File: src/rtl/program_sequencer.sv
// Program sequencer: PC, instruction split and register bank feeding the ALU.
// Runs one instruction per clock under a run/halt FSM.
`ifndef ARG_WIDTH
`define ARG_WIDTH 8
`endif
`ifndef OPCODE_WIDTH
`define OPCODE_WIDTH 4
`endif

module program_sequencer #(
  parameter logic [`ARG_WIDTH-1:0] LAST_ADDR =
    {`ARG_WIDTH{1'b1}},
  parameter int REG_COUNT = 8,
  parameter int REG_SEL_WIDTH = 3,
  parameter logic [`OPCODE_WIDTH-1:0] IDLE_OPCODE =
    {`OPCODE_WIDTH{1'b1}}
) (
  input  logic                                clk,
  input  logic                                rst,
  input  logic                                start,
  input  logic                                halt_req,
  output logic [`ARG_WIDTH-1:0]               imem_addr,
  input  logic [`OPCODE_WIDTH+`ARG_WIDTH-1:0] imem_data,
  output logic [`OPCODE_WIDTH-1:0]            opcode,
  output logic [`ARG_WIDTH-1:0]               argument,
  output logic [7:0]                          register,
  input  logic [`ARG_WIDTH-1:0]               jmp_addr,
  input  logic                                jmp_ce,
  input  logic                                reg_wr_en,
  input  logic [REG_SEL_WIDTH-1:0]            reg_wr_addr,
  input  logic [7:0]                          reg_wr_data,
  output logic                                running,
  output logic                                done,
  output logic [15:0]                         instr_count
);

  typedef enum logic [1:0] {
    IDLE = 2'd0,
    RUN  = 2'd1,
    HALT = 2'd2
  } state_t;

  state_t                state;
  logic [`ARG_WIDTH-1:0] pc;
  logic [15:0]           cnt;
  logic [7:0]            bank [REG_COUNT];

  logic [`ARG_WIDTH-1:0]    arg_f;
  logic [REG_SEL_WIDTH-1:0] sel;
  logic [15:0]              cnt_inc;

  assign arg_f = imem_data[`ARG_WIDTH-1:0];
  assign sel = arg_f[REG_SEL_WIDTH-1:0];
  assign cnt_inc = (cnt == 16'hFFFF) ? cnt : cnt + 16'd1;

  always_ff @(posedge clk) begin
    if (rst) begin
      state <= IDLE;
      pc    <= '0;
      cnt   <= '0;
      for (int i = 0; i < REG_COUNT; i++)
        bank[i] <= 8'h00;
    end else begin
      if (reg_wr_en)
        bank[reg_wr_addr] <= reg_wr_data;
      unique case (state)
        RUN: begin
          cnt <= cnt_inc;
          // halt wins over a jump, a jump wins over end of program
          if (halt_req)
            state <= HALT;
          else if (jmp_ce)
            pc <= jmp_addr;
          else if (pc == LAST_ADDR)
            state <= HALT;
          else
            pc <= pc + 1'b1;
        end
        IDLE, HALT: begin
          if (start) begin
            state <= RUN;
            pc    <= '0;
            cnt   <= '0;
          end
        end
        default: state <= IDLE;
      endcase
    end
  end

  always_comb begin
    imem_addr = pc;
    opcode    = IDLE_OPCODE;
    argument  = '0;
    register  = 8'h00;
    if (state == RUN) begin
      opcode   = imem_data[`OPCODE_WIDTH+`ARG_WIDTH-1:`ARG_WIDTH];
      argument = arg_f;
      register = bank[sel];
    end
  end

  assign running     = (state == RUN);
  assign done        = (state == HALT);
  assign instr_count = cnt;

endmodule

File: config.mk
export PLATFORM = sky130hd
export DESIGN_NAME = program_sequencer
export DESIGN_NICKNAME = d
export VERILOG_FILES = /design/src/rtl/program_sequencer.sv
export SDC_FILE = /design/constraint.sdc
export NUM_CORES = 1
export LEC_CHECK = 0
export CORE_ASPECT_RATIO = 1.75
export CORE_MARGIN = 4
export CORE_UTILIZATION = 51
export CTS_CLUSTER_SIZE = 25
export DETAILED_ROUTE_END_ITERATION = 10
export PLACE_DENSITY = 0.75
export SKIP_LAST_GASP = 1
export SYNTH_ARGS = -nofsm -noshare
export SYNTH_HDL_FRONTEND = slang
export SYNTH_SLANG_ARGS = --single-unit
File: constraint.sdc
create_clock -name clk -period 4 [get_ports clk]
set_clock_uncertainty 0.1 [all_clocks]
set_input_delay 0.8 -clock clk [delete_from_list [all_inputs] [get_ports clk]]
set_output_delay 0.8 -clock clk [all_outputs]
set_load 0.01 [all_outputs]
# Yosys cells after proc, flatten, opt, wreduce, memory -nomap -nowiden
# Memory sizes are Yosys's and may differ from the RTL's.
# Cells that the tools add are included.
# word_totals
reg_bits	26
mem_bits_rw	64
input_bits	37
elab_cells	47
mem_count	1
# op_classes
add_sub_neg	2
eq_ne	10
muxes	24
n_reduce_logical	7
# mem_list
name	words	word_bits	rd	rd_ports_with_merged_regs	write_ports	line	source
bank	8	8	1	0	8	46	logic [7:0] bank [REG_COUNT];
# ops
operator	count
$mux 8	7
$mux 16	2
$pmux 16 s2	1
$add 16x1->16 const B	1
$eq 16x16->1 const B	1
$pmux 8 s2	1
$add 8x1->8 const B	1
$eq 8x8->1 const B	1
$mux 2	4
$reduce_or 8->1	1
$mux 1	6
$ne 2x2->1 const B	3
$ne 3x3->1 const B	2
$reduce_and 3->1	2
$mux 4	1
$pmux 2 s2	1
$reduce_and 4->1	1
$mux 3	1
$ne 3x2->1 const B	1
$eq 2x1->1 const B	1
$eq 2x2->1 const B	1
$logic_not 2->1	1
$reduce_bool 2->1	1
$reduce_or 2->1	1

# Logic depth before layout (Yosys ltp)
# depth
ltp_word	5
depth_mapped	7
ltp_nobuf	5

# Worst setup path after synthesis
# Ideal clock, no wire load.
# synth_path
path_kind	input port to output port
from	input port imem_data[0]
to	output port register[6]
arrival_time_ns	2.062
required_time_ns	3.100
slack_ns	1.038
cell_stages	5
path_buffers	2
cell_sequence	buf_2 > buf_2 > mux4_2 > mux2i_1 > nor2_1
# synth_between
elab_chain_len	2
# synth_lines
item	line	source
start, declared	23	input logic [`OPCODE_WIDTH+`ARG_WIDTH-1:0] imem_data,
$mem_v2 8x8	--	
$mux 8	96	if (state == RUN) begin
end, declared	26	output logic [7:0] register,
# No other way between the ends.

# Final worst setup path
# layout_path
from	input port imem_data[0]
to	output port register[5]
# Same word-level chain as after synthesis.

==> impl_metrics.toml <==
[outcome]
status = "complete, no violations"

[critical_path]
crit_cells = 6
worstSetupPathType = "primary input to output pin"
regToRegSetupSlack_ns = 1.82
crit_family = "buffers and inverters"
cp_max_fo = 17
critPathLaunchType = "primary input"
rr_endpoint = "instr_count[9]"
path_common_cell = "clkdlybuf4s50_1"
path_buf_inv = 3
r2r_start = "instr_count[1]"
crit_end = "register[5]"
worstPathCellList = "clkdlybuf4s50_1 > buf_12 > mux4_2 > mux2i_1 > nor2_1 > clkdlybuf4s50_1"
critPathCaptureType = "output pin"
worst_ep_required_time_ns = 3.10
max_stage_delay_ns = 0.53
cp.arrival_ns = 2.75
slowest_stage = "mux4_2"
critPathLaunch = "imem_data[0]"
r2r_cells = 5

[floorplanning]
boundaryPins = 83
die_w_um = 79.8
fp-row-count = 45
core_area_sq_mm = 0.00873
die_h_um = 134
die-area_sq_mm = 0.0107
initial_core_util = 0.527

[sta]
fin_worst_hold_slack_ns = 0.401
period_share = 0.913
hold_viol = 0
rsz0062_at_grt = "false"
max_slew_margin = 0.530
period_needed_ns = 3.65
fin_tns_setup_ns = 0
setup_viol = 0
slew_violations = 0
max_freq_ghz = 0.274
worst_pin_slew_ns = 0.700

[cts]
cts_tree = "yes"
h-tree-depth = 3
clock_sinks = 90
post_cts_resized = 0
cts_inserted_buffers = 9
cts_root_buffer = "clkbuf_16"
clk_pin_slew_ns = 0.06
clk_latency_ns = 0.34
holdBufCountCts = 0
post-cts-setup-buffer-count = 0
ctsLongestPathBuffers = 2

[final_layout]
n_antenna_cell = 0
design_area_sq_mm = 0.00595
regArea_sq_mm = 0.00244
fin_util = 0.681
multi_input_area_sq_mm = 0.00205
fillCellCount = 642
layout_commonest_cell = "clkdlybuf4s50_1"
nets = 518
syn2layout_area_growth_pct = 29.2
most-common-layout-cells = "clkdlybuf4s50_1 (82), and2_1 (72), edfxtp_1 (64)"
drive_gt1_frac = 0.138

[logic_synthesis]
synth_area_sq_mm = 0.00460
avgSynthCellArea_sq_um = 11.7
synthXorXnorAreaFrac = 0.00761
synth_flop_cell = "edfxtp_1"
synth-seq-cells = 90
ys_async_sr_fraction = 0
synth-compound-area-share = 0.0927
synth_edf_count = 64
ys_types = 59
ys_warn_count = 0
synth_nets = 431
synth_top_family_by_area = "simple AND/OR/NAND/NOR gates"
synthAdderAreaFrac = 0.00544
synthMuxAreaShare = 0.109
netlist_instances = 392
synth-simple-area-share = 0.230
ys_seq_area_frac = 0.531

[grt]
grt_pass1_wl_um = 19400
grt_max_degree = 23
overflow = 0
grt_pass1_vias = 3684
antenna_found_initial = 0
grt.total_usage = 0.246

[route]
drtPass1Iterations = 5
vias = 3529
antenna_left = 0
drt-total-wl_um = 12200
routed_via_density = 5.87
drcViolationCount = 0
drtIter0Drc = 179
wl_per_cell_um = 20.4

[placed_design]
dp_hpwl_um = 9150
numPortBuffers = 82
finalWeightedCongestion = 0.931
postPlaceCellArea_sq_mm = 0.00560

[min_path]
holdCritPathClass = "flip-flop to flip-flop"

[pwr]
vdd_ir_drop_max_uv = 317
power_density_mw_per_mm2 = 385
leakage_nw = 2.09
finalPower_mw = 2.29

[run]
maxCapViolations = 0
sequential cells by signal, indices dropped and copies added, names as in the netlist:
signal and cells:
instr_count 16, state 2, imem_addr 8, bank 64
cell families after synthesis:
group	Yosys count
adder cells (fa/ha/maj)	2
XOR/XNOR	4
buffers and inverters	27
multiplexers	30
AO/OA/AOI/OAI	57
flip-flops	90
AND/OR/NAND/NOR	182
per-layer routing:
metal,GRT usage,wire length (um)
met1,0.250,4040
met2,0.456,6940
met3,0.0379,662
met4,0.147,610
met5,0,0
power by group:
| part | total (mW) | internal, mW | switching [mW] |
|---|---|---|---|
| clock network | 0.985 | 0.616 | 0.369 |
| logic | 0.238 | 0.123 | 0.115 |
| registers | 1.07 | 1.04 | 0.0263 |
cells in the mapped netlist, types with 3 or more instances:
cell type | instances | area (sq um)
a21oi_1 | 10 | 50.1
a221oi_1 | 3 | 26.3
a22oi_1 | 3 | 22.5
a31oi_1 | 3 | 18.8
and2_1 | 72 | 450
buf_2 | 9 | 45.0
clkbuf_1 | 8 | 30.0
dfxtp_1 | 26 | 521
edfxtp_1 | 64 | 1920
inv_1 | 7 | 26.3
mux2i_1 | 13 | 130
mux4_2 | 16 | 360
nand2_1 | 18 | 67.6
nand2b_1 | 10 | 62.6
nand3_1 | 14 | 70.1
nand4_1 | 6 | 37.5
nand4b_1 | 3 | 26.3
nor2_1 | 25 | 93.8
nor3_1 | 7 | 35.0
o211ai_1 | 5 | 37.5
o21a_1 | 3 | 22.5
o21ai_0 | 5 | 25.0
o31ai_1 | 3 | 22.5
o41ai_1 | 3 | 26.3
or2_2 | 9 | 56.3
xnor2_1 | 4 | 35.0
area by class of cell:
| type | count | area share |
|---|---|---|
| Clock buffer | 9 | 0.0379 |
| Clock inverter | 7 | 0.0208 |
| Inverter | 8 | 0.00505 |
| Multi-Input combinational cell | 275 | 0.344 |
| Sequential cell | 90 | 0.411 |
| Tap cell | 117 | 0.0246 |
| Timing Repair Buffer | 95 | 0.157 |
tightest hold or removal path: cells and delay by family (launching register included):
kind | cells | cell delay (ns)
AND/OR/NAND/NOR | 1 | 0.06
multiplexers | 1 | 0.05
flip-flops | 1 | 0.33
worst min path at each step:
stage	from	to	cells past startpoint
after floorplan	instr_count[15]	instr_count[15]	2
after global placement	instr_count[15]	instr_count[15]	2
after detailed placement	instr_count[15]	instr_count[15]	2
after CTS	instr_count[15]	instr_count[15]	2
after global routing	imem_addr[6]	imem_addr[6]	2
final	instr_count[15]	instr_count[15]	2
metrics by stage:
stage | worst slack (ns) | std cells
final | 0.347 | 601
after detailed placement | 0.362 | 585
after global placement | 0.390 | 585
after global routing | 0.263 | 601
after floorplan | 1.04 | 392
after CTS | 0.334 | 601
(Power assumes the default switching activity.)
